File: config.mk
export PLATFORM = sky130hd
export DESIGN_NAME = fetcher
export DESIGN_NICKNAME = d
export VERILOG_FILES = /design/src/rtl/fetcher.sv
export SDC_FILE = /design/constraint.sdc
export NUM_CORES = 1
export LEC_CHECK = 0
export CORE_MARGIN = 4
export CORE_UTILIZATION = 32
export CTS_CLUSTER_DIAMETER = 50
export DETAILED_ROUTE_END_ITERATION = 16
export SYNTH_ARGS = -nofsm -noshare
export SYNTH_HDL_FRONTEND = slang
export SYNTH_SLANG_ARGS = --single-unit
File: constraint.sdc
create_clock -name clk -period 15.67 [get_ports clk]
set_input_delay 2.3505 -clock clk [delete_from_list [all_inputs] [get_ports clk]]
set_output_delay 2.3505 -clock clk [all_outputs]
set_load 0.05 [all_outputs]
File: src/rtl/fetcher.sv
// Instruction fetch unit: one outstanding word fetch, next-PC prediction and a circular instruction
// queue read combinationally at the head. Define PREDICTOR_BHT_EN for the 2-bit-counter predictor.
module fetcher #(
    parameter int unsigned IQ_DEPTH = 8,
    parameter int unsigned BHT_BITS = 6
) (
    input  logic        clk,
    input  logic        rst,
    input  logic        rdy,

    output logic        out_mem_req,
    output logic [31:0] out_mem_addr,
    input  logic        in_mem_valid,
    input  logic [31:0] in_mem_inst,

    output logic        out_valid,
    output logic [31:0] out_inst,
    output logic [31:0] out_pc,
    output logic        out_jump_flag,
    input  logic        in_dispatch_ready,

    input  logic        in_rob_clear,
    input  logic [31:0] in_rob_target_pc,

    input  logic        in_bht_update_valid,
    input  logic [31:0] in_bht_update_pc,
    input  logic        in_bht_update_taken
);

    localparam int unsigned PTR_W = $clog2(IQ_DEPTH);
    localparam int unsigned CNT_W = PTR_W + 1;
    localparam logic [CNT_W-1:0] IQ_FULL = CNT_W'(IQ_DEPTH);

    localparam logic [6:0] OP_JAL    = 7'b1101111;
    localparam logic [6:0] OP_BRANCH = 7'b1100011;

    typedef enum logic [0:0] {StIdle, StWait} state_e;

    state_e           state_q;
    logic [31:0]      pc_q;
    logic [PTR_W-1:0] head_q;
    logic [PTR_W-1:0] tail_q;
    logic [CNT_W-1:0] count_q;
    logic             discard_q;

    logic [31:0] iq_inst_q [IQ_DEPTH];
    logic [31:0] iq_pc_q   [IQ_DEPTH];
    logic        iq_jump_q [IQ_DEPTH];

    // Prediction from the returning word

    logic [6:0]  opcode;
    logic [31:0] j_imm;
    logic [31:0] b_imm;
    logic        is_jal;
    logic        is_branch;
    logic        br_taken;
    logic        pred;
    logic [31:0] next_pc;

    assign opcode    = in_mem_inst[6:0];
    assign is_jal    = (opcode == OP_JAL);
    assign is_branch = (opcode == OP_BRANCH);
    assign j_imm     = {{12{in_mem_inst[31]}}, in_mem_inst[19:12], in_mem_inst[20],
                        in_mem_inst[30:21], 1'b0};
    assign b_imm     = {{20{in_mem_inst[31]}}, in_mem_inst[7], in_mem_inst[30:25],
                        in_mem_inst[11:8], 1'b0};

    always_comb begin
        pred    = 1'b0;
        next_pc = pc_q + 32'd4;
        if (is_jal) begin
            pred    = 1'b1;
            next_pc = pc_q + j_imm;
        end else if (is_branch && br_taken) begin
            pred    = 1'b1;
            next_pc = pc_q + b_imm;
        end
    end

`ifdef PREDICTOR_BHT_EN
    localparam int unsigned BHT_SIZE = 2 ** BHT_BITS;

    logic [1:0]          bht_q [BHT_SIZE];
    logic [BHT_BITS-1:0] bht_rd_idx;
    logic [BHT_BITS-1:0] bht_wr_idx;
    logic [1:0]          bht_wr_old;

    assign bht_rd_idx = pc_q[BHT_BITS+1:2];
    assign bht_wr_idx = in_bht_update_pc[BHT_BITS+1:2];
    assign bht_wr_old = bht_q[bht_wr_idx];
    // Registered table: a same-cycle update to the looked-up index is seen only next cycle.
    assign br_taken   = bht_q[bht_rd_idx][1];

    always_ff @(posedge clk) begin
        if (rst) begin
            for (int unsigned i = 0; i < BHT_SIZE; i++) begin
                bht_q[i] <= 2'b01;
            end
        end else if (rdy && in_bht_update_valid) begin
            if (in_bht_update_taken) begin
                if (bht_wr_old != 2'b11) bht_q[bht_wr_idx] <= bht_wr_old + 2'b01;
            end else begin
                if (bht_wr_old != 2'b00) bht_q[bht_wr_idx] <= bht_wr_old - 2'b01;
            end
        end
    end

    logic unused_bht_pc;
    assign unused_bht_pc = ^{in_bht_update_pc[31:BHT_BITS+2], in_bht_update_pc[1:0]};
`else
    // Static rule: backward branches taken.
    assign br_taken = b_imm[31];

    localparam int unsigned UNUSED_BHT_BITS = BHT_BITS;
    logic unused_bht;
    assign unused_bht = ^{in_bht_update_valid, in_bht_update_pc, in_bht_update_taken};
`endif

    // Instruction queue

    logic do_push;
    logic do_pop;

    assign out_valid     = (count_q != '0);
    assign out_inst      = iq_inst_q[head_q];
    assign out_pc        = iq_pc_q[head_q];
    assign out_jump_flag = iq_jump_q[head_q];

    assign do_push = (state_q == StWait) && in_mem_valid && !discard_q && !in_rob_clear;
    assign do_pop  = out_valid && in_dispatch_ready && !in_rob_clear;

    always_ff @(posedge clk) begin
        if (!rst && rdy && do_push) begin
            iq_inst_q[tail_q] <= in_mem_inst;
            iq_pc_q[tail_q]   <= pc_q;
            iq_jump_q[tail_q] <= pred;
        end
    end

    // Fetch FSM, pointers and count

    always_ff @(posedge clk) begin
        if (rst) begin
            state_q      <= StIdle;
            pc_q         <= '0;
            head_q       <= '0;
            tail_q       <= '0;
            count_q      <= '0;
            discard_q    <= 1'b0;
            out_mem_req  <= 1'b0;
            out_mem_addr <= '0;
        end else if (rdy) begin
            if (in_rob_clear) begin
                head_q  <= '0;
                tail_q  <= '0;
                count_q <= '0;
                pc_q    <= in_rob_target_pc;
                if (state_q == StWait) begin
                    if (in_mem_valid) begin
                        state_q     <= StIdle;
                        out_mem_req <= 1'b0;
                        discard_q   <= 1'b0;
                    end else begin
                        // The outstanding fetch cannot be cancelled; drop it when it lands.
                        discard_q <= 1'b1;
                    end
                end
            end else begin
                if (do_push) tail_q <= tail_q + PTR_W'(1);
                if (do_pop)  head_q <= head_q + PTR_W'(1);
                if (do_push && !do_pop) begin
                    count_q <= count_q + CNT_W'(1);
                end else if (!do_push && do_pop) begin
                    count_q <= count_q - CNT_W'(1);
                end

                unique case (state_q)
                    StIdle: begin
                        if (count_q < IQ_FULL) begin
                            state_q      <= StWait;
                            out_mem_req  <= 1'b1;
                            out_mem_addr <= pc_q;
                        end
                    end
                    StWait: begin
                        if (in_mem_valid) begin
                            state_q     <= StIdle;
                            out_mem_req <= 1'b0;
                            discard_q   <= 1'b0;
                            if (!discard_q) pc_q <= next_pc;
                        end
                    end
                    default: state_q <= StIdle;
                endcase
            end
        end
    end

endmodule
==> metrics.md, run 1 <==
| Metric | Value |
|---|---|
| Total Routed Length | `77100 µm` |
| Die width | `299 µm` |
| Max Transition Viols Final | `0` |
| Register area share after synthesis | `63.7%` |
| Num rows | `106` |
| Diode count | `0` |
| Crit-path max FO | `49` |
| EDFF count, synth | `520` |
| Fin crit period | `7.43 ns` |
| Endpoints failing setup | `0` |
| Pwr dens | `112 mW/mm²` |
| Syn_area_per_cell | `15.1 µm²` |
| Crit path required time | `13.32 ns` |
| Least-Margin Pin Slew | `1.10 ns` |
| Number of global-route vias before repair | `17016` |
| Worst-case clock buffer depth | `3` |
| Pin count of the biggest net entering global routing | `71` |
| Crit start category | `flip-flop` |
| Multi-input gate area | `0.00932 mm²` |
| Critical path capture point type | `primary output` |
| Pre-CTS WS | `8.70 ns` |
| Starting Density | `32.3%` |
| Synth Register Bits | `600` |
| Status | `complete, no violations` |
| H-tree Lvls | `3` |
| Leak | `10.3 nW` |
| Pwr Total | `3.60 mW` |
| Drt first pass iters | `5` |
| I/O Pins | `203` |
| IO Port Bufs | `168` |
| Arr. time, crit path | `5.08 ns` |
| Area delta synth->final | `18.8%` |
| Final Hold Fails | `0` |
| Setup Buffers After CTS | `0` |
| DIE AREA | `0.0892 mm²` |
| Antenna Nets Post-Route | `0` |
| Initial DRC Count | `1614` |
| Core box area | `0.0837 mm²` |
| Reg clk slew, reported paths | `0.06 ns` |
| Die Span Y | `299 µm` |
| Number of max-cap violations | `0` |
| Async SR Flop Fraction | `0%` |
| First-pass GRT wire length | `113000 µm` |
| Final setup TNS | `0 ns` |
| Drc violations | `0` |
| Fill cells | `7695` |
| Via count | `16706` |
| Synth unique cells | `89` |
| Gp weighted congestion | `0.957` |
| GRT overflow | `0` |
| Routed wire per std cell | `24.6 µm` |
| Peak supply drop | `56.7 µV` |
| Register Area | `0.0172 mm²` |
| Cell Area, Synth | `0.0270 mm²` |
| Clock Skew | `0.0157 ns` |
| Hpwl dp | `48100 µm` |
| Setup CP Type | `reg -> out` |
| Clock Tree Root | `clkbuf_16` |
| Min-delay worst type | `reg -> reg` |
| Final Cycle Share | `47.4%` |
| Vias per inst | `5.32` |
| Max_slew headroom | `26.9%` |
| Num CTS Buffers | `68` |
| Worst Slack Setup Final | `8.24 ns` |
| Syn. warnings | `0` |
| Synth Flop Type | `edfxtp_1` |
| Gr usage total | `17.0%` |
| Maximum clock frequency | `135 MHz` |
| Clock Sinks | `600` |
| Post-CTS Hold Buffers | `0` |
| Nets | `2108` |
| Syn_nets | `1952` |
| Clk_lat worst skew | `0.60 ns` |
| Layout cells sized above 1 | `18.5%` |
| RSZ-0062 raised after global routing | `no` |
| CTS tree | `yes` |
| Gates resized, CTS repair | `0` |
| Initial antenna violation count | `1` |
| Post-Synthesis Cells | `1797` |
routing by layer:
layer,up-vias,part of all wire (%),global-route usage [%]
li1,7471,-,-
met1,8580,43,22.1
met2,525,47,27.8
met3,128,6.6,3.97
met4,2,3.4,6.18
met5,-,0.017,0
where the power goes:
group | leakage, nW | total, mW | internal (mW) | switching, mW
logic | 3.88 | 0.292 | 0.110 | 0.182
registers | 5.34 | 1.78 | 1.75 | 0.0315
clock network | 1.04 | 1.53 | 0.885 | 0.645
total | 10.3 | 3.60 | 2.74 | 0.859
registers in the layout, summed over array words and instances, names as in the netlist, 3 cells and up, named ones only:
signal	cells
iq_pc_q	256
iq_inst_q	256
out_mem_addr	32
tail_q	3
iq_jump_q	8
count_q	4
pc_q	32
head_q	3
Yosys cell counts, types with 8 or more instances:
cell      count  area, µm²
nand3_1      33        165
nor2_1       83        312
ha_1         48        601
inv_1        26       97.6
a211oi_1     26        195
and2_1       10       62.6
a31oi_1      13       81.3
o21a_1        9       67.6
a221oi_1      9       78.8
a21oi_1      99        495
and3_1       16        100
nand2_1     141        529
or3_1        11       68.8
nor3_1       31        155
edfxtp_1    520      15600
a22oi_1       8       60.1
buf_2        16       80.1
dfxtp_1      80       1600
o21ai_0      55        275
o211ai_1     12       90.1
mux4_2      130       2930
nand4_1      23        144
mux2_2       65        732
a21o_1       29        218
xor2_1       26        228
buf_4         9       67.6
nand2b_1      9       56.3
clkbuf_1     81        304
xnor2_1      29        254
cells in the final DEF (no fill, tap or decap), types with 7 or more instances in the layout:
cell,Yosys,routed
a211oi_1,26,26
a21o_1,29,29
a21oi_1,99,99
a221oi_1,9,9
a22oi_1,8,8
a31oi_1,13,13
and2_1,10,10
and3_1,16,16
buf_4,9,32
clkbuf_1,81,12
clkbuf_16,0,70
clkdlybuf4s50_1,0,166
clkinv_1,0,10
clkinv_2,0,7
dfxtp_1,80,77
edfxtp_1,520,520
ha_1,48,48
inv_1,26,26
mux2_2,65,65
mux4_2,130,130
nand2_1,141,141
nand2b_1,9,9
nand3_1,33,33
nand3b_1,7,7
nand4_1,23,23
nor2_1,83,77
nor3_1,31,27
o211ai_1,12,12
o21a_1,9,9
o21ai_0,55,54
o21bai_1,7,7
o221ai_1,7,7
o22ai_1,7,7
o31ai_1,7,7
or3_1,11,11
xnor2_1,29,29
xor2_1,26,26
cells by family after synthesis:
logic type      synth area share, %
compound gates                 9.16
fa+ha+maj                      2.44
mux                            13.8
buf+inv                        2.18
simple gates                   7.02
flops                          63.7
xor+xnor                       1.78
critical path: stages (launching register included):
cell and delay [ns]:
dfxtp_4 0.91, buf_4 0.80, buf_4 0.91, mux4_2 0.62
mux2_2 0.33, clkdlybuf4s50_1 0.71
path summary, 6_finish.rpt:
check / from / endpoint / slack [ns] / cells past startpoint
max: flip-flop / out_pc[21] / 8.24 / 5
min: out_mem_addr[0] / out_mem_addr[0] / 0.46 / 2
max reg2reg: state_q / iq_pc_q[2][19] / 11.24 / 8
min reg2reg: out_mem_addr[0] / out_mem_addr[0] / 0.46 / 2
per-stage QoR:
step	std cells	utilization [%]	hold slack (ns)	instance area (µm²)
6_report	3138	38.4	0.457	32100
4_1_cts	3138	38.4	0.461	32100
3_5_place_dp	3017	35.8	0.451	30000
2_1_floorplan	1797	-	0.478	27000
3_3_place_gp	3017	35.8	0.449	30000
5_1_grt	3138	38.4	0.478	32100
area by class of cell:
class                   instances  share of cell area [%]
well taps                    1134                    4.42
multi-input cells            1058                    29.0
clock buffers                  83                    5.64
flip-flops and latches        600                    53.6
clock inverters                38                    1.06
repair buffers                199                    5.94
inverters                      26                   0.304
Power figures use the tool's default switching activity.
==> run 2: changes to the inputs <==
==> constraint.sdc (replaced) <==
create_clock -name clk -period 6.95 [get_ports clk]
set_input_delay 1.0425 -clock clk [delete_from_list [all_inputs] [get_ports clk]]
set_output_delay 1.0425 -clock clk [all_outputs]
set_load 0.05 [all_outputs]
==> metrics.md, run 2 (synthesis gave the netlist of run 1 again) <==
| Metric | Value |
|---|---|
| Most frequent cells in the layout | `edfxtp_1, clkdlybuf4s50_1, nand2_1, mux4_2, a21oi_1` |
| Fill cells | `7730 (+0.45%)` |
| Total Routed Length | `77300 µm (+0.28%)` |
| Min-delay worst type | `reg -> reg` |
| Post-CTS Hold Buffers | `0 (unchanged)` |
| Clock Skew | `0.0225 ns (+0.00680 ns)` |
| Max_slew headroom | `18.1% (-8.8 points)` |
| H-tree Lvls | `3 (unchanged)` |
| First-pass GRT wire length | `115000 µm (+1.0%)` |
| Crit path required time | `5.91 ns (-7.41 ns)` |
| Finished Layout Cells | `3157 (+0.61%)` |
| Diode count | `0 (unchanged)` |
| Largest regs | `iq_inst_q x256, iq_pc_q x256` |
| Pwr dens | `262 mW/mm² (+130%)` |
| GRT overflow | `0 (unchanged)` |
| DIE AREA | `0.0892 mm² (unchanged)` |
| Die Span Y | `299 µm (unchanged)` |
| Crit start category | `flip-flop` |
| Hold_ws | `0.457 ns (-0.000570 ns)` |
| Comb pwr share | `7.8% (-0.3 points)` |
| Final Util | `38.9% (+0.53 points)` |
| Clock Tree Root | `clkbuf_16` |
| Clock Sinks | `600 (unchanged)` |
| Initial antenna violation count | `1 (unchanged)` |
| I/O Pins | `203 (unchanged)` |
| Num CTS Buffers | `75 (+10%)` |
| Worst-case clock buffer depth | `3 (unchanged)` |
| Critical path capture point type | `primary output` |
| Least-Margin Pin Slew | `1.22 ns (+0.121 ns)` |
| Endpoints failing setup | `0 (unchanged)` |
| Sequential power share | `47.1% (-2.3 points)` |
| Setup CP Type | `reg -> out` |
| Starting Density | `32.3% (unchanged)` |
| Clk_lat worst skew | `0.60 ns (about the same)` |
| CTS tree | `yes` |
| Status | `complete, no violations` |
| Gp weighted congestion | `0.954 (-0.23%)` |
| Setup Buffers After CTS | `0 (unchanged)` |
| Core box area | `0.0837 mm² (unchanged)` |
| Final setup TNS | `0 ns (unchanged)` |
| Area delta synth->final | `20.4%` |
| Initial DRC Count | `1530 (-5.2%)` |
| P_int | `6.51 mW (+140%)` |
| RSZ-0062 raised after global routing | `no` |
| Peak supply drop | `197 µV (+250%)` |
| Num rows | `106 (unchanged)` |
| Maximum clock frequency | `214 MHz` |
| Via count | `16872 (+0.99%)` |
| Drc violations | `0 (unchanged)` |
| Antenna Nets Post-Route | `0 (unchanged)` |
| Switching pwr | `2.01 mW (+130%)` |
| Routed wire per std cell | `24.5 µm (-0.32%)` |
| Pin count of the biggest net entering global routing | `99 (+39%)` |
| Arr. time, crit path | `3.62 ns (-1.46 ns)` |
| Clock power frac | `45.1% (+2.6 points)` |
| Most common cell after layout, fill and taps aside | `edfxtp_1` |
| Leak | `10.5 nW (+2.0%)` |
| Final Cycle Share | `67.1%` |
| Fin crit period | `4.66 ns` |
| Crit-path max FO | `71 (+45%)` |
| Net Sw Frac | `23.6% (-0.23 points)` |
| Final Hold Fails | `0 (unchanged)` |
| Dpl cells | `3023 (+0.20%)` |
| Die width | `299 µm (unchanged)` |
| IO Port Bufs | `168 (unchanged)` |
| Number of max-cap violations | `0 (unchanged)` |
| Gates resized, CTS repair | `0 (unchanged)` |
| Number of global-route vias before repair | `17291 (+1.6%)` |
| Max Transition Viols Final | `0 (unchanged)` |
| Reg clk slew, reported paths | `0.06 ns (about the same)` |
| Layout cells sized above 1 | `19.4% (+0.96 points)` |
| Gr usage total | `17.1% (+0.084 points)` |
| Hpwl dp | `48400 µm (+0.70%)` |
| Nets | `2121 (+0.62%)` |
| Drt first pass iters | `5 (unchanged)` |
| Vias per inst | `5.34 (+0.39%)` |
-- run 2: changes by cell type in the layout (fill, tap and decap cells not counted), moves of 3 or more --
cell       before  now
clkinv_4        1    5
bufinv_16       3    7
clkbuf_16      70   77
clkinv_2        7   11
clkbuf_1       12    9
buf_12          0    5
-- run 2: layout make-up --
type	count	area, µm²	share of cell area [%]
Clock buffer	86	1960	6.02
Clock inverter	48	518	1.59
Inverter	26	97.6	0.300
Multi-Input combinational cell	1058	9330	28.6
Sequential cell	600	17200	52.9
Tap cell	1134	1420	4.36
Timing Repair Buffer	205	2010	6.18
-- run 2: power by group through the flow --
| stage | combinational [mW] | clock, mW | sequential, mW |
|---|---|---|---|
| 2_1_floorplan | 0.421 | 0 | 4.07 |
| 3_3_place_gp | 0.653 | 0 | 4.08 |
| 3_5_place_dp | 0.659 | 0 | 4.09 |
| 4_1_cts | 0.663 | 3.93 | 4.01 |
| 5_1_grt | 0.715 | 4.09 | 4.02 |
| 6_report | 0.664 | 3.84 | 4.01 |
-- run 2: per-stage QoR --
step / setup slack [ns] / total power [mW] / cell area, µm²
after global placement: 2.02 / 4.74 / 30100
after CTS: 2.18 / 8.60 / 32600
after floorplan: 1.41 / 4.49 / 27100
after global routing: 2.06 / 8.82 / 32600
final: 2.29 / 8.52 / 32600
after detailed placement: 1.94 / 4.75 / 30100
-- run 2: critical path, cell delays in order (launching register included) --
cell and delay [ns]:
dfxtp_4 0.74, buf_12 0.49, mux4_2 0.60, mux2_2 0.31, clkdlybuf4s50_1 0.71
-- run 2: layer usage --
layer	vias to the layer above	GRT usage (%)	part of all wire (%)
met5	-	0	0
met3	120	3.25	6.0
met4	0	5.83	3.0
met1	8694	22.9	43
met2	559	28.0	48
li1	7499	-	-
-- run 2: path summary, 6_finish.rpt --
kind | startpoint | endpoint | slack [ns] | cells past startpoint
hold reg to reg | out_mem_addr[6] | out_mem_addr[6] | 0.46 | 2
setup / recovery | flip-flop | out_pc[22] | 2.29 | 4
hold / removal | out_mem_addr[6] | out_mem_addr[6] | 0.46 | 2
setup reg to reg | state_q | iq_inst_q[5][24] | 3.01 | 9
==> edit: new RTL, config.mk and constraints of run 2 <==
Add a define of `PREDICTOR_BHT_EN`.
--- a/src/rtl/fetcher.sv
+++ b/src/rtl/fetcher.sv
@@ -2,2 +2,4 @@
 // queue read combinationally at the head. Define PREDICTOR_BHT_EN for the 2-bit-counter predictor.
+`define PREDICTOR_BHT_EN
+
 module fetcher #(
Function: changed (a bounded check fails within 4 cycles, from zero or initial values and one cycle with rst high).
==> edit against run 2 <==
Combinational power increased by 21%; global-route usage increased by 0.053 points; wire length increased by 25%; non-clock buffer count increased by 28; synthesized cell count increased by 33%; synthesized area increased by 25%; critical path type is now primary input to flip-flop; total power increased by 20%; register-to-register slack got worse by 0.15 ns; sequential cell count increased by 134; count of clock-buffer cells in the layout increased by 24; highest routed layer unchanged; utilization decreased by 0.66 points; setup slack got worse by 0.14 ns; largest power group unchanged; final area increased by 24%.
==> edit: results <==
export IMPL_min_delay_start="out_mem_addr[25]$_SDFFE_PP0P_"
export IMPL_gp_congestion=0.905
export IMPL_grt_use_met1_pct=23.7
export IMPL_root_buffer="clkbuf_16"
export IMPL_gr_usage_met2_pct=26.6
export IMPL_grtUsageTotal_pct=17.1
export IMPL_fin_skew_ns=0.0384
export IMPL_async_reset_ff_share_pct=0
export IMPL_holdPathEnd="out_mem_addr[25]$_SDFFE_PP0P_"
export IMPL_antenna_found_initial=2
export IMPL_drtIter0Drc=1878
export IMPL_port_buffers=176
export IMPL_cts_setup_buffers=0
export IMPL_status="complete, no violations"
export IMPL_ys_seq_area_share_pct=62.5
export IMPL_cp_max_fo=32
export IMPL_crit_end="bht_q[47][1]$_SDFFCE_PN0P_"
export IMPL_clock_latency_ns=0.66
export IMPL_leakagePower_nw=13.1
export IMPL_grt_max_degree=131
export IMPL_cts_made_buffers=89
export IMPL_drive_above_1_share_pct=18.0
export IMPL_ir_drop_mv=0.174
export IMPL_ys_types=78
export IMPL_grt_pass1_wl_um=143000
export IMPL_fin_nets=2703
export IMPL_n_fill_cell=9813
export IMPL_arrival_ns=5.15
export IMPL_dpl_hpwl_um=61500
export IMPL_synth_common_cells="edfxtp_1 (648), nand2_1 (233), mux4_2 (152), nor2_1 (137), a21oi_1 (121)"
export IMPL_rrSetupSlack_ns=2.86
export IMPL_relSlewSlack_pct=29.8
export IMPL_reg_largest_list="iq_inst_q: 256 flops, iq_pc_q: 256 flops, bht_q: 128 flops"
export IMPL_via_per_inst=5.37
export IMPL_wl_um=97000
export IMPL_place_ws_ns=1.52
export IMPL_grt_pass1_vias=21330
export IMPL_yosys_top_cells_area="edfxtp_1 (57%), mux4_2 (10%), dfxtp_1 (5.1%)"
export IMPL_synthFlopType="edfxtp_1"
export IMPL_synth_edf_count=648
export IMPL_grt_use_met3_pct=4.69
## edit: per-layer routing
| metal | vias up | share of wire [%] |
|---|---|---|
| met5 | - | 0 |
| met4 | 0 | 2.6 |
| met3 | 137 | 9.4 |
| met2 | 824 | 46 |
| met1 | 10981 | 42 |
| li1 | 9628 | - |
## edit: metrics by stage
step | hold WS (ns) | area (sq um) | power (mW) | cells | setup TNS [ns]
after global routing | 0.477 | 40300 | 10.6 | 4015 | 0
after CTS | 0.457 | 40300 | 10.4 | 4015 | 0
final | 0.456 | 40300 | 10.3 | 4016 | 0
after global placement | 0.443 | 37300 | 5.80 | 3848 | 0
after detailed placement | 0.449 | 37300 | 5.81 | 3848 | 0
after floorplan | 0.480 | 33900 | 5.50 | 2383 | -2.86
## edit: logic make-up after synthesis
family / Yosys count / share of synthesized area, %
and+or+nand+nor: 610 / 8.63
AOI/OAI and AO/OA: 450 / 8.74
buffers and inverters: 192 / 2.30
xor gates and xnor gates: 70 / 1.81
muxes: 276 / 14.1
adders and majority gates: 51 / 1.95
DFF: 734 / 62.5
## edit: final cells by class
type	count	area, sq um	area share (%)
antenna	1	2.50	0.00621
clock buffer	110	2330	5.78
clock inverter	57	594	1.48
inverter	33	124	0.308
multi-input combinational	1457	12000	29.8
sequential	734	21200	52.6
tap	1391	1740	4.32
timing repair buffer	233	2280	5.67
## edit: worst max-delay path: stages
cell	delay [ns]
buf_2	0.62
buf_4	0.40
nand2b_1	0.20
o22ai_1	0.10
o31a_1	0.30
or4_4	0.54
o31ai_1	0.44
mux2i_4	0.26
nor3_2	0.71
buf_4	0.34
a21o_1	0.17
## edit: power breakdown
part / internal, mW / total, mW / switching, mW
logic: 0.310 / 0.806 / 0.496
registers: 4.83 / 4.92 / 0.0866
clock network: 2.65 / 4.54 / 1.89
total: 7.80 / 10.3 / 2.47
